**src/rtl/aes_round_sequencer_if.sv**
```systemverilog
// aes_round_sequencer_if: start handshake, key/datapath selects
// and output strobes of the AES round sequencer.
interface aes_round_sequencer_if #(
  parameter int DW = 8
);
  logic          start;
  logic          ready;
  logic          busy;
  logic          in_req;
  logic          input_sel;
  logic          sbox_sel;
  logic          last_out_sel;
  logic          bit_out_sel;
  logic [DW-1:0] rcon_en;
  logic [1:0]    c3;
  logic [DW-1:0] mc_en;
  logic          pld;
  logic [3:0]    round_idx;
  logic          out_vld;
  logic          out_last;
  logic          done;

  modport master (
    output start,
    input  ready, busy, in_req,
    input  input_sel, sbox_sel,
    input  last_out_sel, bit_out_sel,
    input  rcon_en, c3, mc_en, pld,
    input  round_idx, out_vld,
    input  out_last, done
  );

  modport slave (
    input  start,
    output ready, busy, in_req,
    output input_sel, sbox_sel,
    output last_out_sel, bit_out_sel,
    output rcon_en, c3, mc_en, pld,
    output round_idx, out_vld,
    output out_last, done
  );
endinterface

```
**src/rtl/aes_round_sequencer.sv**
```systemverilog
// aes_round_sequencer: byte-serial AES control sequencer.
// Load, NUM_ROUNDS key/round phases, then a 16-byte drain.
module aes_round_sequencer #(
  parameter int DW          = 8,
  parameter int NUM_ROUNDS  = 10,
  parameter int BLOCK_BYTES = 16
) (
  input logic clk,
  input logic rst_n,
  aes_round_sequencer_if.slave bus
);

  if (BLOCK_BYTES != 16) begin : g_bb_chk
    $error("BLOCK_BYTES must be 16");
  end
  if (NUM_ROUNDS < 1 || NUM_ROUNDS > 15) begin : g_nr_chk
    $error("NUM_ROUNDS must be 1..15");
  end

  typedef enum logic [2:0] {
    IDLE, LOAD, KB1, KB2, KB3, NORM, SHIF, DRAIN
  } state_t;

  localparam logic [3:0] LAST = 4'(BLOCK_BYTES - 1);
  localparam logic [3:0] NR   = 4'(NUM_ROUNDS);

  state_t        state;
  logic [3:0]    byte_cnt;
  logic [3:0]    round_idx;
  logic [1:0]    c3_q;
  logic [DW-1:0] mc_q;
  logic          pld_q;
  logic          done_q;

  logic          is_round;
  logic [1:0]    c3_nxt;
  logic [DW-1:0] mc_nxt;
  logic          pld_nxt;
  logic          in_mux;
  logic          sbox_mux;
  logic          last_mux;
  logic          bit_mux;
  logic [DW-1:0] rcon;

  // byte_cnt doubles as the byte position within a round
  function automatic state_t round_state(logic [3:0] rb);
    if (rb == 4'd0)       return KB1;
    else if (rb <= 4'd2)  return KB2;
    else if (rb == 4'd3)  return KB3;
    else if (rb <= 4'd11) return NORM;
    else                  return SHIF;
  endfunction

  function automatic logic [1:0] c3_of(logic [3:0] rb);
    case (rb)
      4'd0, 4'd4, 4'd8, 4'd10: return 2'd2;
      4'd1, 4'd5, 4'd6:        return 2'd1;
      4'd2:                    return 2'd0;
      default:                 return 2'd3;
    endcase
  endfunction

  assign is_round = (state != IDLE) &&
                    (state != LOAD) &&
                    (state != DRAIN);

  always_comb begin
    c3_nxt  = 2'h3;
    mc_nxt  = '0;
    pld_nxt = 1'b0;
    if (is_round) begin
      c3_nxt  = c3_of(byte_cnt);
      pld_nxt = &byte_cnt[1:0];
      if (!pld_nxt && round_idx != NR)
        mc_nxt = '1;
    end
  end

  always_comb begin
    in_mux   = 1'b0;
    sbox_mux = 1'b1;
    last_mux = 1'b0;
    bit_mux  = 1'b0;
    rcon     = '0;
    unique case (1'b1)
      (state == KB1): begin
        in_mux  = 1'b1;
        bit_mux = 1'b1;
        rcon    = '1;
      end
      (state == KB2): begin
        in_mux  = 1'b1;
        bit_mux = 1'b1;
      end
      (state == KB3): begin
        in_mux   = 1'b1;
        sbox_mux = 1'b0;
        bit_mux  = 1'b1;
      end
      (state == NORM): begin
        in_mux   = 1'b1;
        sbox_mux = 1'b0;
        last_mux = 1'b1;
        bit_mux  = 1'b1;
      end
      (state == SHIF): begin
        in_mux   = 1'b1;
        sbox_mux = 1'b0;
        last_mux = 1'b1;
      end
      default: ;
    endcase
  end

  always_ff @(posedge clk or negedge rst_n) begin
    if (!rst_n) begin
      state     <= IDLE;
      byte_cnt  <= '0;
      round_idx <= '0;
      c3_q      <= 2'h3;
      mc_q      <= '0;
      pld_q     <= 1'b0;
      done_q    <= 1'b0;
    end else begin
      c3_q   <= c3_nxt;
      mc_q   <= mc_nxt;
      pld_q  <= pld_nxt;
      done_q <= 1'b0;
      unique case (state)
        IDLE: begin
          if (bus.start) begin
            state     <= LOAD;
            byte_cnt  <= '0;
            round_idx <= '0;
          end
        end
        LOAD: begin
          byte_cnt <= byte_cnt + 4'd1;
          if (byte_cnt == LAST) begin
            state     <= KB1;
            round_idx <= 4'd1;
          end
        end
        DRAIN: begin
          byte_cnt <= byte_cnt + 4'd1;
          if (byte_cnt == LAST) begin
            state     <= IDLE;
            round_idx <= '0;
            done_q    <= 1'b1;
          end
        end
        default: begin
          byte_cnt <= byte_cnt + 4'd1;
          if (byte_cnt != LAST) begin
            state <= round_state(byte_cnt + 4'd1);
          end else if (round_idx < NR) begin
            state     <= KB1;
            round_idx <= round_idx + 4'd1;
          end else begin
            state <= DRAIN;
          end
        end
      endcase
    end
  end

  assign bus.ready        = (state == IDLE);
  assign bus.busy         = (state != IDLE);
  assign bus.in_req       = (state == LOAD);
  assign bus.input_sel    = in_mux;
  assign bus.sbox_sel     = sbox_mux;
  assign bus.last_out_sel = last_mux;
  assign bus.bit_out_sel  = bit_mux;
  assign bus.rcon_en      = rcon;
  assign bus.c3           = c3_q;
  assign bus.mc_en        = mc_q;
  assign bus.pld          = pld_q;
  assign bus.round_idx    = round_idx;
  assign bus.out_vld      = (state == DRAIN);
  assign bus.out_last     = (state == DRAIN) &&
                            (byte_cnt == LAST);
  assign bus.done         = done_q;

endmodule

```
**src/flat_wrapper.sv**
```systemverilog
// flat-port wrapper written by rule: the top's interface ports become plain ports
module aes_round_sequencer_flat 
#(
  parameter int DW          = 8,
  parameter int NUM_ROUNDS  = 10,
  parameter int BLOCK_BYTES = 16
)
  (clk, rst_n, bus_start, bus_ready, bus_busy, bus_in_req, bus_input_sel, bus_sbox_sel, bus_last_out_sel, bus_bit_out_sel, bus_rcon_en, bus_c3, bus_mc_en, bus_pld, bus_round_idx, bus_out_vld, bus_out_last, bus_done);
  aes_round_sequencer_if #(.DW(DW)) bus_i ();
  input logic clk;
  input logic rst_n;
  input wire logic [$bits(bus_i.start)-1:0] bus_start;
  output wire logic [$bits(bus_i.ready)-1:0] bus_ready;
  output wire logic [$bits(bus_i.busy)-1:0] bus_busy;
  output wire logic [$bits(bus_i.in_req)-1:0] bus_in_req;
  output wire logic [$bits(bus_i.input_sel)-1:0] bus_input_sel;
  output wire logic [$bits(bus_i.sbox_sel)-1:0] bus_sbox_sel;
  output wire logic [$bits(bus_i.last_out_sel)-1:0] bus_last_out_sel;
  output wire logic [$bits(bus_i.bit_out_sel)-1:0] bus_bit_out_sel;
  output wire logic [$bits(bus_i.rcon_en)-1:0] bus_rcon_en;
  output wire logic [$bits(bus_i.c3)-1:0] bus_c3;
  output wire logic [$bits(bus_i.mc_en)-1:0] bus_mc_en;
  output wire logic [$bits(bus_i.pld)-1:0] bus_pld;
  output wire logic [$bits(bus_i.round_idx)-1:0] bus_round_idx;
  output wire logic [$bits(bus_i.out_vld)-1:0] bus_out_vld;
  output wire logic [$bits(bus_i.out_last)-1:0] bus_out_last;
  output wire logic [$bits(bus_i.done)-1:0] bus_done;
  assign bus_i.start = bus_start;
  assign bus_ready = bus_i.ready;
  assign bus_busy = bus_i.busy;
  assign bus_in_req = bus_i.in_req;
  assign bus_input_sel = bus_i.input_sel;
  assign bus_sbox_sel = bus_i.sbox_sel;
  assign bus_last_out_sel = bus_i.last_out_sel;
  assign bus_bit_out_sel = bus_i.bit_out_sel;
  assign bus_rcon_en = bus_i.rcon_en;
  assign bus_c3 = bus_i.c3;
  assign bus_mc_en = bus_i.mc_en;
  assign bus_pld = bus_i.pld;
  assign bus_round_idx = bus_i.round_idx;
  assign bus_out_vld = bus_i.out_vld;
  assign bus_out_last = bus_i.out_last;
  assign bus_done = bus_i.done;
  aes_round_sequencer #(.DW(DW), .NUM_ROUNDS(NUM_ROUNDS), .BLOCK_BYTES(BLOCK_BYTES)) u_core (.clk(clk), .rst_n(rst_n), .bus(bus_i));
endmodule
```
**config.mk**
```make
export PLATFORM = sky130hd
export DESIGN_NAME = aes_round_sequencer_flat
export DESIGN_NICKNAME = d
export VERILOG_FILES = /design/src/rtl/aes_round_sequencer_if.sv /design/src/rtl/aes_round_sequencer.sv /design/src/flat_wrapper.sv
export SDC_FILE = /design/constraint.sdc
export NUM_CORES = 1
export LEC_CHECK = 0
export ABC_AREA = 1
export BUFFER_PORTS_ARGS = -buffer_cell sky130_fd_sc_hd__buf_4
export CORE_MARGIN = 2
export CORE_UTILIZATION = 35
export DETAILED_ROUTE_END_ITERATION = 8
export PLACE_DENSITY = 0.7
export SYNTH_ARGS = -nofsm -noshare
export SYNTH_HDL_FRONTEND = slang
export SYNTH_SLANG_ARGS = --single-unit
export TNS_END_PERCENT = 5
```
**constraint.sdc**
```tcl
create_clock -name clk -period 1.45 [get_ports clk]
set_input_delay 0 -clock clk [delete_from_list [all_inputs] [get_ports clk]]
set_output_delay 0 -clock clk [all_outputs]
set_load 0.01 [all_outputs]
```
==> flow_metrics.tcl, run 1 <==
set metrics [dict create \
    outcome "finished clean" \
    fin_crit_ns 1.44 \
    grt_overflow 0 \
    clock_skew_ns 0.00633 \
    drc 0 \
    avgSynthCellArea_um2 8.38 \
    multi_input_area_um2 529 \
    end_kind "flip-flop" \
    antenna_found_initial 0 \
    synth_edf_count 0 \
    die_height_um 59.6 \
    portBuffers 35 \
    cts_sinks 16 \
    ctsHtreeMaxLevel 1 \
    wl_per_cell_um 11.5 \
    drtAntennaViolNets 0 \
    grt_pass1_wl_um 3930 \
    critPathSlowestCell "dfrtp_1" \
    floorplan.rows 20 \
    start_util_pct 36.0 \
    fmax_ghz 0.695 \
    worstSetupPathType "reg -> reg" \
    p_per_area_nw_per_um2 494 \
    hold_path.class "in -> reg" \
    die_w_um 59.6 \
    drt_iter0_drc 11 \
    num_vias 931 \
    cts.clk_slew.worst_paths_ns 0.09 \
    ys_ff_latch 16 \
    grt_pass1_vias 909 \
    diodes 0 \
    worst_pin_slew_ns 0.381 \
    maxCapViolCount 0 \
    globalplace.congestion 0.880 \
    finalPower_uw 714 \
    report.final.slew_viol_count 0 \
    synth_top_area_share_pct 32.4 \
    grt_max_degree 17 \
    clock-root-buffer "clkbuf_4" \
    maxSlewHeadroom_pct 74.4 \
    crit_chain "buf_4 > buf_4 > ha_1 > inv_1 > nand3_1 > nand2_1 > nand3_1 > a21oi_1 > o21bai_1" \
    cts_buffers 3 \
    dp_cells 193 \
    irDropWorstVdd_mv 0.301 \
    critPathMaxFanout 4 \
    num_io_pins 36 \
    coreArea_um2 3000 \
    insertion_delay_ns 0.29 \
    fillers 289 \
    synth_warnings 0 \
    setup_viol 0 \
    rsz0062_at_grt "yes" \
    synth_cells 129 \
    power_leakage_nw 0.728 \
    dieArea_um2 3550 \
    min_period_over_period_pct 99.3 \
    synth_common_cells "22 x nand2_1, 15 x inv_1, 14 x buf_4, 14 x dfrtp_1, 12 x nand3_1" \
    hold_viol 0 \
    critPathLaunchType "flip-flop" \
    final_util_pct 48.1 \
    whs_ns 0.0151 \
    syn_area_um2 1080 \
    nets 178 \
    routed_via_density 4.66 \
    cp_data_required_time_ns 1.63 \
    synth.most_common_cell "nand2_1" \
    synth_ff_type "dfrtp_1" \
    cts_tree "done" \
    ys_types 27 \
    first_pass_iters 4 \
    dpl.hpwl_um 1840 \
    syn-num-nets 139 \
    wl_um 2300 \
    async_reset_ff_share_pct 100 \
    syn2layout_area_growth_pct 33.7 \
    arrival_ns 1.62 \
    synth_top_area_cell "dfrtp_1" \
    seqCellArea_um2 404 \
    fin_cells 200 \
    cts_buffer_depth 2 \
    track_usage_pct 14.5 \
    cpPeakStageDelay_ns 0.40 \
    drive_above_1_share_pct 46.1 \
    synth.area.top_cells "dfrtp_1 32%, buf_4 9.7%, ha_1 8.1%" \
    yosysSeqAreaShare_pct 37.3 \
]
power by group:
| part | leakage, nW | internal (mW) | switching [mW] | total, mW |
|---|---|---|---|---|
| combinational | 0.510 | 0.00549 | 0.0101 | 0.0156 |
| sequential | 0.203 | 0.446 | 0 | 0.446 |
| clock | 0.0150 | 0.107 | 0.146 | 0.253 |
| total | 0.728 | 0.559 | 0.156 | 0.714 |
through the flow:
stage / TNS, ns / worst slack (ns) / cell area (µm²)
finish: 0 / 0.0104 / 1450
global route: -0.201 / -0.0910 / 1450
CTS: 0 / 0.00137 / 1420
detailed placement: 0 / 0.0530 / 1360
global placement: 0 / 0.0982 / 1360
floorplan: 0 / 0.0269 / 1080
placed cells by master (no fill, tap or decap):
cell and count:
xor2_1 1, o21bai_1 1, a21oi_1 3, nand3_2 2, nand2_4 2, o21ai_1 4
a21oi_4 1, clkbuf_1 1, nor2_4 2, o22ai_1 2, o211ai_1 1, inv_1 12
xnor2_1 3, dlygate4sd3_1 1, nand4_1 1, clkbuf_4 3, ha_4 1, nor2_1 6
ha_1 5, nand3_1 10, ha_2 1, dfrtp_2 1, buf_4 48, inv_2 6
inv_4 1, a311oi_1 1, nor2_2 2, nand2_1 20, nor2_8 1, nand2_2 3
o21ai_0 5, o21ai_2 1, dfstp_2 2, dfrtp_1 13
what timing repair did:
| item | 4_1_cts | 5_1_grt |
|---|---|---|
| gates resized for setup | 2 | 9 |
| endpoints found under the setup margin | 2 | 16 |
| buffers inserted | 2 | 0 |
| hold buffers | 1 | 0 |
| hold endpoints to repair | 16 | 0 |
metal layers:
metal / wire length, µm / GRT usage [%] / share of wire, %
met5: 0 / 0 / 0
met1: 1010 / 17.6 / 44
met3: 87 / 1.97 / 3.8
met2: 1150 / 25.7 / 50
met4: 47 / 5.71 / 2.0
critical path, delay by kind of cell (launching register included):
| kind | cells | cell delay [ns] |
|---|---|---|
| buf+inv | 3 | 0.35 |
| compound gates | 2 | 0.21 |
| fa+ha+maj | 1 | 0.18 |
| flops | 1 | 0.40 |
| simple gates | 3 | 0.19 |
area by class of cell:
class | instances | area share [%]
Clock buffer | 4 | 1.82
Multi-Input combinational cell | 79 | 36.6
Timing Repair Buffer | 49 | 25.6
Tap cell | 33 | 2.86
Inverter | 19 | 5.11
Sequential cell | 16 | 28.0
cells by family after synthesis:
logic type | Yosys count | synth area share, %
AOI/OAI and AO/OA | 19 | 11.2
xor gates and xnor gates | 4 | 3.24
adders and majority gates | 7 | 8.10
buffers and inverters | 34 | 16.8
DFF | 16 | 37.3
and+or+nand+nor | 49 | 23.4
final timing paths:
check / from / to / cells after the start / slack, ns
max in group asynchronous: rst_n / u_core.bus.c3[1]$_DFF_PN1_ / 2 / 1.11
hold reg to reg: u_core.bus.round_idx[3]$_DFFE_PN0P_ / u_core.bus.round_idx[3]$_DFFE_PN0P_ / 2 / 0.58
setup reg to reg: u_core.byte_cnt[0]$_DFFE_PN0P_ / u_core.state[0]$_DFFE_PN0P_ / 9 / 0.01
hold / removal: bus_start / u_core.byte_cnt[2]$_DFFE_PN0P_ / 4 / 0.02
min in group asynchronous: rst_n / u_core.bus.pld$_DFF_PN0_ / 2 / 0.09
setup / recovery: u_core.byte_cnt[0]$_DFFE_PN0P_ / u_core.state[0]$_DFFE_PN0P_ / 9 / 0.01
sequential cells by signal (all words and copies together), names as in the netlist:
register and flops:
u_core.bus.pld 1, u_core.byte_cnt 4, u_core.bus.c3 2, u_core.bus.round_idx 4, u_core.bus.mc_en 1, u_core.bus.done 1, u_core.state 3
Power figures use the tool's default switching activity.
==> run 2: changes to the inputs <==
clock period = 1.3 ns   (was 1.45 ns; I/O delays follow)
==> run 2 against run 1 <==
The flow now finishes with violations (negative hold slack, negative setup slack). Clock skew is 0.0010 ns lower. Routed wire length rose by 18%. Sequential share of layout area is 3.6 points lower. Core utilization increased by 7.5 points. Worst setup slack worse by 0.13 ns. First-iteration DRC count increased by 64%. Via count rose by 11%. Critical path depth decreased by 3. Cell count is 7.5% higher. Largest cell class unchanged. Highest routed layer unchanged. Hold slack got worse by 0.028 ns.
==> flow_metrics.tcl, run 2 (synthesis results as in run 1) <==
set metrics [dict create \
    die_w_um 59.6 \
    whs_endpoint "u_core.byte_cnt[2]$_DFFE_PN0P_" \
    dp_cells 202 \
    floorplan.rows 20 \
    globalplace.congestion 0.822 \
    grt_overflow 0 \
    multi_input_area_um2 599 \
    min_period_over_period_pct 109 \
    worst-r2r-cell-count 6 \
    maxCapViolCount 0 \
    nets 193 \
    cts_tree "done" \
    hold_viol 1 \
    antenna_found_initial 0 \
    critPathMaxFanout 4 \
    whs_ns -0.0128 \
    wl_per_cell_um 12.6 \
    coreArea_um2 3000 \
    layout_common_cells "57 x buf_4, 17 x nand2_1, 10 x inv_1, 10 x dfrtp_1, 8 x nand3_1" \
    rsz0062_at_grt "yes" \
    report.final.slew_viol_count 0 \
    p_sw_share_pct 21.8 \
    ctsHtreeMaxLevel 1 \
    clock_skew_ns 0.00530 \
    track_usage_pct 16.9 \
    drc 0 \
    routed_via_density 4.80 \
    num_io_pins 36 \
    die_height_um 59.6 \
    diodes 0 \
    cts_buffers 3 \
    cts_sinks 16 \
    dpl.hpwl_um 1900 \
    wl_um 2700 \
    grt_pass1_vias 1001 \
    p_clk_share_pct 40.2 \
    setup_viol 11 \
    grt_max_degree 17 \
    cts_buffer_depth 2 \
    violations "negative hold slack, negative setup slack" \
    start_util_pct 36.0 \
    maxSlewHeadroom_pct 84.4 \
    dieArea_um2 3550 \
    outcome "finished, violations left" \
    clock-root-buffer "clkbuf_4" \
    cts.clk_slew.worst_paths_ns 0.10 \
    worst_pin_slew_ns 0.233 \
    drtAntennaViolNets 0 \
    seqCellArea_um2 408 \
    fillers 257 \
    r2r_end "u_core.state[0]$_DFFE_PN0P_" \
    first_pass_iters 4 \
    worstSetupPathType "reg -> reg" \
    end_kind "flip-flop" \
    power_leakage_nw 0.812 \
    drive_above_1_share_pct 58.2 \
    final_util_pct 55.7 \
    ff2ff_setup_slack_ns -0.12 \
    intPower_uw 675 \
    critPathLaunchType "flip-flop" \
    drt_iter0_drc 18 \
    reg_top3 "u_core.bus.round_idx x4, u_core.byte_cnt x4, u_core.state x3" \
    portBuffers 35 \
    place_ws_ns -0.0940 \
    grt_pass1_wl_um 4460 \
    switchingPower_uw 188 \
    holdCritStartpoint "bus_start" \
    final.setup.worst_slack_ns -0.121 \
    pwr-share-seq_pct 57.7 \
    reg2reg_from "u_core.byte_cnt[1]$_DFFE_PN0P_" \
    hold_path.class "in -> reg" \
    hold_depth 4 \
    arrival_ns 1.62 \
    fin_cells 215 \
    syn2layout_area_growth_pct 54.6 \
    cp_data_required_time_ns 1.49 \
    num_vias 1033 \
    fin_crit_ns 1.42 \
    fmax_ghz 0.704 \
    pwr-share-comb_pct 2.1 \
    insertion_delay_ns 0.30 \
    mostFrequentLayoutCell "buf_4" \
    irDropWorstVdd_mv 0.367 \
    p_per_area_nw_per_um2 516 \
]
-- run 2: cell types whose count changed in the layout (fill, tap and decap cells not counted), sizes merged --
cell,previous run,this run
buf,48,63
-- run 2: metrics by stage --
step | total power, mW | hold WS, ns | TNS (ns) | cell area, µm²
floorplan | 0.508 | -0.296 | -0.00132 | 1110
global placement | 0.523 | -0.130 | -0.163 | 1460
detailed placement | 0.524 | -0.123 | -0.431 | 1460
CTS | 0.865 | 0.00743 | -0.549 | 1660
global route | 0.906 | 0.0235 | -1.95 | 1670
finish | 0.862 | -0.0128 | -0.720 | 1670
-- run 2: final cells by class --
| cell class | instances | share of cell area [%] |
|---|---|---|
| clock buffer | 4 | 2.17 |
| inverter | 19 | 4.87 |
| sequential | 16 | 24.4 |
| multi-input combinational | 79 | 35.9 |
| tap | 33 | 2.47 |
| timing repair buffer | 64 | 30.2 |
-- run 2: worst max path at each step --
stage | slack (ns) | endpoint | startpoint | cells after the start
2_1_floorplan | -0.001 | u_core.bus.round_idx[3]$_DFFE_PN0P_ | u_core.byte_cnt[1]$_DFFE_PN0P_ | 8
3_3_place_gp | -0.05 | u_core.bus.round_idx[3]$_DFFE_PN0P_ | u_core.byte_cnt[1]$_DFFE_PN0P_ | 8
3_5_place_dp | -0.09 | u_core.bus.round_idx[1]$_DFFE_PN0P_ | u_core.byte_cnt[1]$_DFFE_PN0P_ | 8
4_1_cts | -0.07 | u_core.state[0]$_DFFE_PN0P_ | u_core.byte_cnt[1]$_DFFE_PN0P_ | 8
5_1_grt | -0.18 | u_core.state[2]$_DFFE_PN0P_ | u_core.byte_cnt[1]$_DFFE_PN0P_ | 8
6_report | -0.12 | u_core.state[0]$_DFFE_PN0P_ | u_core.byte_cnt[1]$_DFFE_PN0P_ | 6
-- run 2: power groups by stage --
stage          Clock [mW]  Combinational, mW  Sequential (mW)
5_1_grt             0.387             0.0214            0.498
3_3_place_gp            0             0.0157            0.507
2_1_floorplan           0            0.00118            0.507
6_report            0.347             0.0178            0.498
4_1_cts             0.348             0.0185            0.498
3_5_place_dp            0             0.0165            0.507
-- run 2: worst max-delay path, stage by stage, from the launching register on --
cell and delay (ns):
dfrtp_2 0.46, ha_4 0.20, buf_6 0.11, xor2_1 0.15, nand3_1 0.15, a21oi_2 0.18, o21bai_1 0.07
-- run 2: routing by layer --
metal | global-route usage [%] | up-vias | wire length (µm)
met5 | 0 | - | 0
met2 | 30.8 | 23 | 1460
li1 | - | 503 | -
met4 | 7.62 | 0 | 49
met1 | 19.2 | 502 | 1120
met3 | 2.62 | 5 | 73
-- run 2: what timing repair did --
item                                    in CTS  in global routing
buffers inserted                             8                  0
endpoints found under the hold margin       16                  0
hold buffers                                 1                  0
endpoints found under the setup margin      19                 26
gates resized for setup                     29                  5
pin swaps                                   15                  4
==> run 3: changes to the inputs <==
RECOVER_POWER = 50   (was not set)
==> run 3 against run 2 <==
Cell count did not move. Maximum frequency about the same. The flow still finishes with violations (negative hold slack, negative setup slack). Sequential cell count unchanged. Routed wire length down 0.78%. Die area did not move. Critical path type unchanged. Global-route usage stayed put. Power down 0.40%. Register-to-register slack about the same. Via count about the same. Largest power group unchanged. Sequential share of layout area grew 0.22 points. Clock skew grew 0.0015 ns. Hold slack is essentially flat.
==> flow_metrics.tcl, run 3 (synthesis results as in run 1) <==
set metrics [dict create \
    final.setup.worst_slack_ns -0.119 \
    grt_overflow 0 \
    crit_chain "ha_4 > buf_6 > xor2_1 > nand3_1 > a21oi_2 > o21bai_1" \
    end_kind "flip-flop" \
    path_buf_inv 1 \
    place_area_um2 1460 \
    min_period_over_period_pct 109 \
    critPathSlowestCell "dfrtp_2" \
    worstSetupPathType "reg -> reg" \
    r2r_end "u_core.state[0]$_DFFE_PN0P_" \
    drc 0 \
    floorplan.rows 20 \
    mostFrequentLayoutCell "buf_4" \
    track_usage_pct 16.9 \
    hold_path.class "in -> reg" \
    arrival_ns 1.61 \
    multi_input_area_um2 599 \
    outcome "finished, violations left" \
    routed_via_density 4.81 \
    start_util_pct 36.0 \
    ff2ff_setup_slack_ns -0.12 \
    syn2layout_area_growth_pct 53.2 \
    cts.clk_slew.worst_paths_ns 0.10 \
    nets 193 \
    rsz0062_at_grt "yes" \
    grt_pass1_wl_um 4460 \
    first_pass_iters 4 \
    cpPeakStageDelay_ns 0.46 \
    p_per_area_nw_per_um2 518 \
    wl_um 2680 \
    cts_buffers 3 \
    die_height_um 59.6 \
    final_util_pct 55.2 \
    cp-endpoint "u_core.state[0]$_DFFE_PN0P_" \
    violations "negative hold slack, negative setup slack" \
    num_vias 1034 \
    irDropWorstVdd_mv 0.365 \
    drive_above_1_share_pct 56.0 \
    grt_max_degree 17 \
    grt_pass1_vias 1001 \
    cts_sinks 16 \
    worst-r2r-cell-count 6 \
    ctsHtreeMaxLevel 1 \
    maxSlewHeadroom_pct 41.4 \
    cts_tree "done" \
    globalplace.congestion 0.822 \
    layout_common_cells "53 x buf_4, 17 x nand2_1, 10 x inv_1, 10 x dfrtp_1, 8 x nand3_1" \
    fin_cells 215 \
    critPathLaunchType "flip-flop" \
    holdCritStartpoint "bus_start" \
    whs_ns -0.0128 \
    wl_per_cell_um 12.5 \
    clock-root-buffer "clkbuf_4" \
    portBuffers 35 \
    num_io_pins 36 \
    drt_iter0_drc 18 \
    report.final.slew_viol_count 0 \
    dpl.hpwl_um 1900 \
    die_w_um 59.6 \
    insertion_delay_ns 0.30 \
    antenna_found_initial 0 \
    seqCellArea_um2 408 \
    drtAntennaViolNets 0 \
    cp_top_family "flip-flops" \
    coreArea_um2 3000 \
    worstSetupPathDepth 6 \
    diodes 0 \
    maxCapViolCount 0 \
    setup_viol 11 \
    reg2reg_from "u_core.byte_cnt[1]$_DFFE_PN0P_" \
    reg_top3 "u_core.bus.round_idx x4, u_core.byte_cnt x4, u_core.state x3" \
    dp_cells 202 \
    hold_viol 1 \
    cp_data_required_time_ns 1.49 \
    power_leakage_nw 0.799 \
    cp-startpoint "u_core.byte_cnt[1]$_DFFE_PN0P_" \
    critPathMaxFanout 4 \
    clock_skew_ns 0.00681 \
    fmax_ghz 0.705 \
    fin_area_um2 1660 \
    dieArea_um2 3550 \
    fin_crit_ns 1.42 \
    worst_pin_slew_ns 0.880 \
    cts_buffer_depth 2 \
    fillers 263 \
]
==> run 3: layer usage <==
layer / track usage [%] / share of wire, % / vias to the layer above
met2: 30.8 / 54 / 23
li1: - / - / 503
met4: 7.62 / 1.8 / 0
met3: 2.62 / 2.8 / 5
met5: 0 / 0 / -
met1: 19.2 / 41 / 503
==> run 3: worst min-delay path by stage <==
stage	endpoint	cells after the start
after floorplan	u_core.bus.done$_DFF_PN0_	0
after global placement	u_core.byte_cnt[2]$_DFFE_PN0P_	1
after detailed placement	u_core.byte_cnt[1]$_DFFE_PN0P_	1
after CTS	u_core.byte_cnt[2]$_DFFE_PN0P_	4
after global routing	u_core.byte_cnt[2]$_DFFE_PN0P_	4
final	u_core.byte_cnt[2]$_DFFE_PN0P_	4
==> run 3: where the power goes <==
group,switching (mW),internal (mW)
Clock,0.174,0.171
Sequential,0,0.498
Combinational,0.0116,0.00469
Total,0.186,0.673
==> run 3: layout make-up <==
class / instances / share of cell area [%]
tap: 33 / 2.49
inverter: 19 / 4.91
timing repair buffer: 64 / 29.6
clock buffer: 4 / 2.19
sequential: 16 / 24.6
multi-input combinational: 79 / 36.2
==> run 3: worst min-delay path: stages <==
cell,delay (ns)
buf_4,0.08
inv_1,0.05
nand3_1,0.08
o21ai_1,0.06
==> run 3: stage by stage <==
step | setup WS (ns) | hold WS, ns | power (mW) | setup TNS, ns
finish | -0.119 | -0.0128 | 0.859 | -0.707
global route | -0.182 | 0.0235 | 0.905 | -1.95
CTS | -0.0738 | 0.00743 | 0.865 | -0.549
detailed placement | -0.0940 | -0.123 | 0.524 | -0.431
global placement | -0.0466 | -0.130 | 0.523 | -0.163
floorplan | -0.00132 | -0.296 | 0.508 | -0.00132
==> run 3: timing repair <==
item | CTS | global route
hold buffers | 1 | 0
setup endpoints to repair | 19 | 26
buffers inserted | 8 | 0
resized for setup | 29 | 5
pin swaps | 15 | 4
endpoints found under the hold margin | 16 | 0
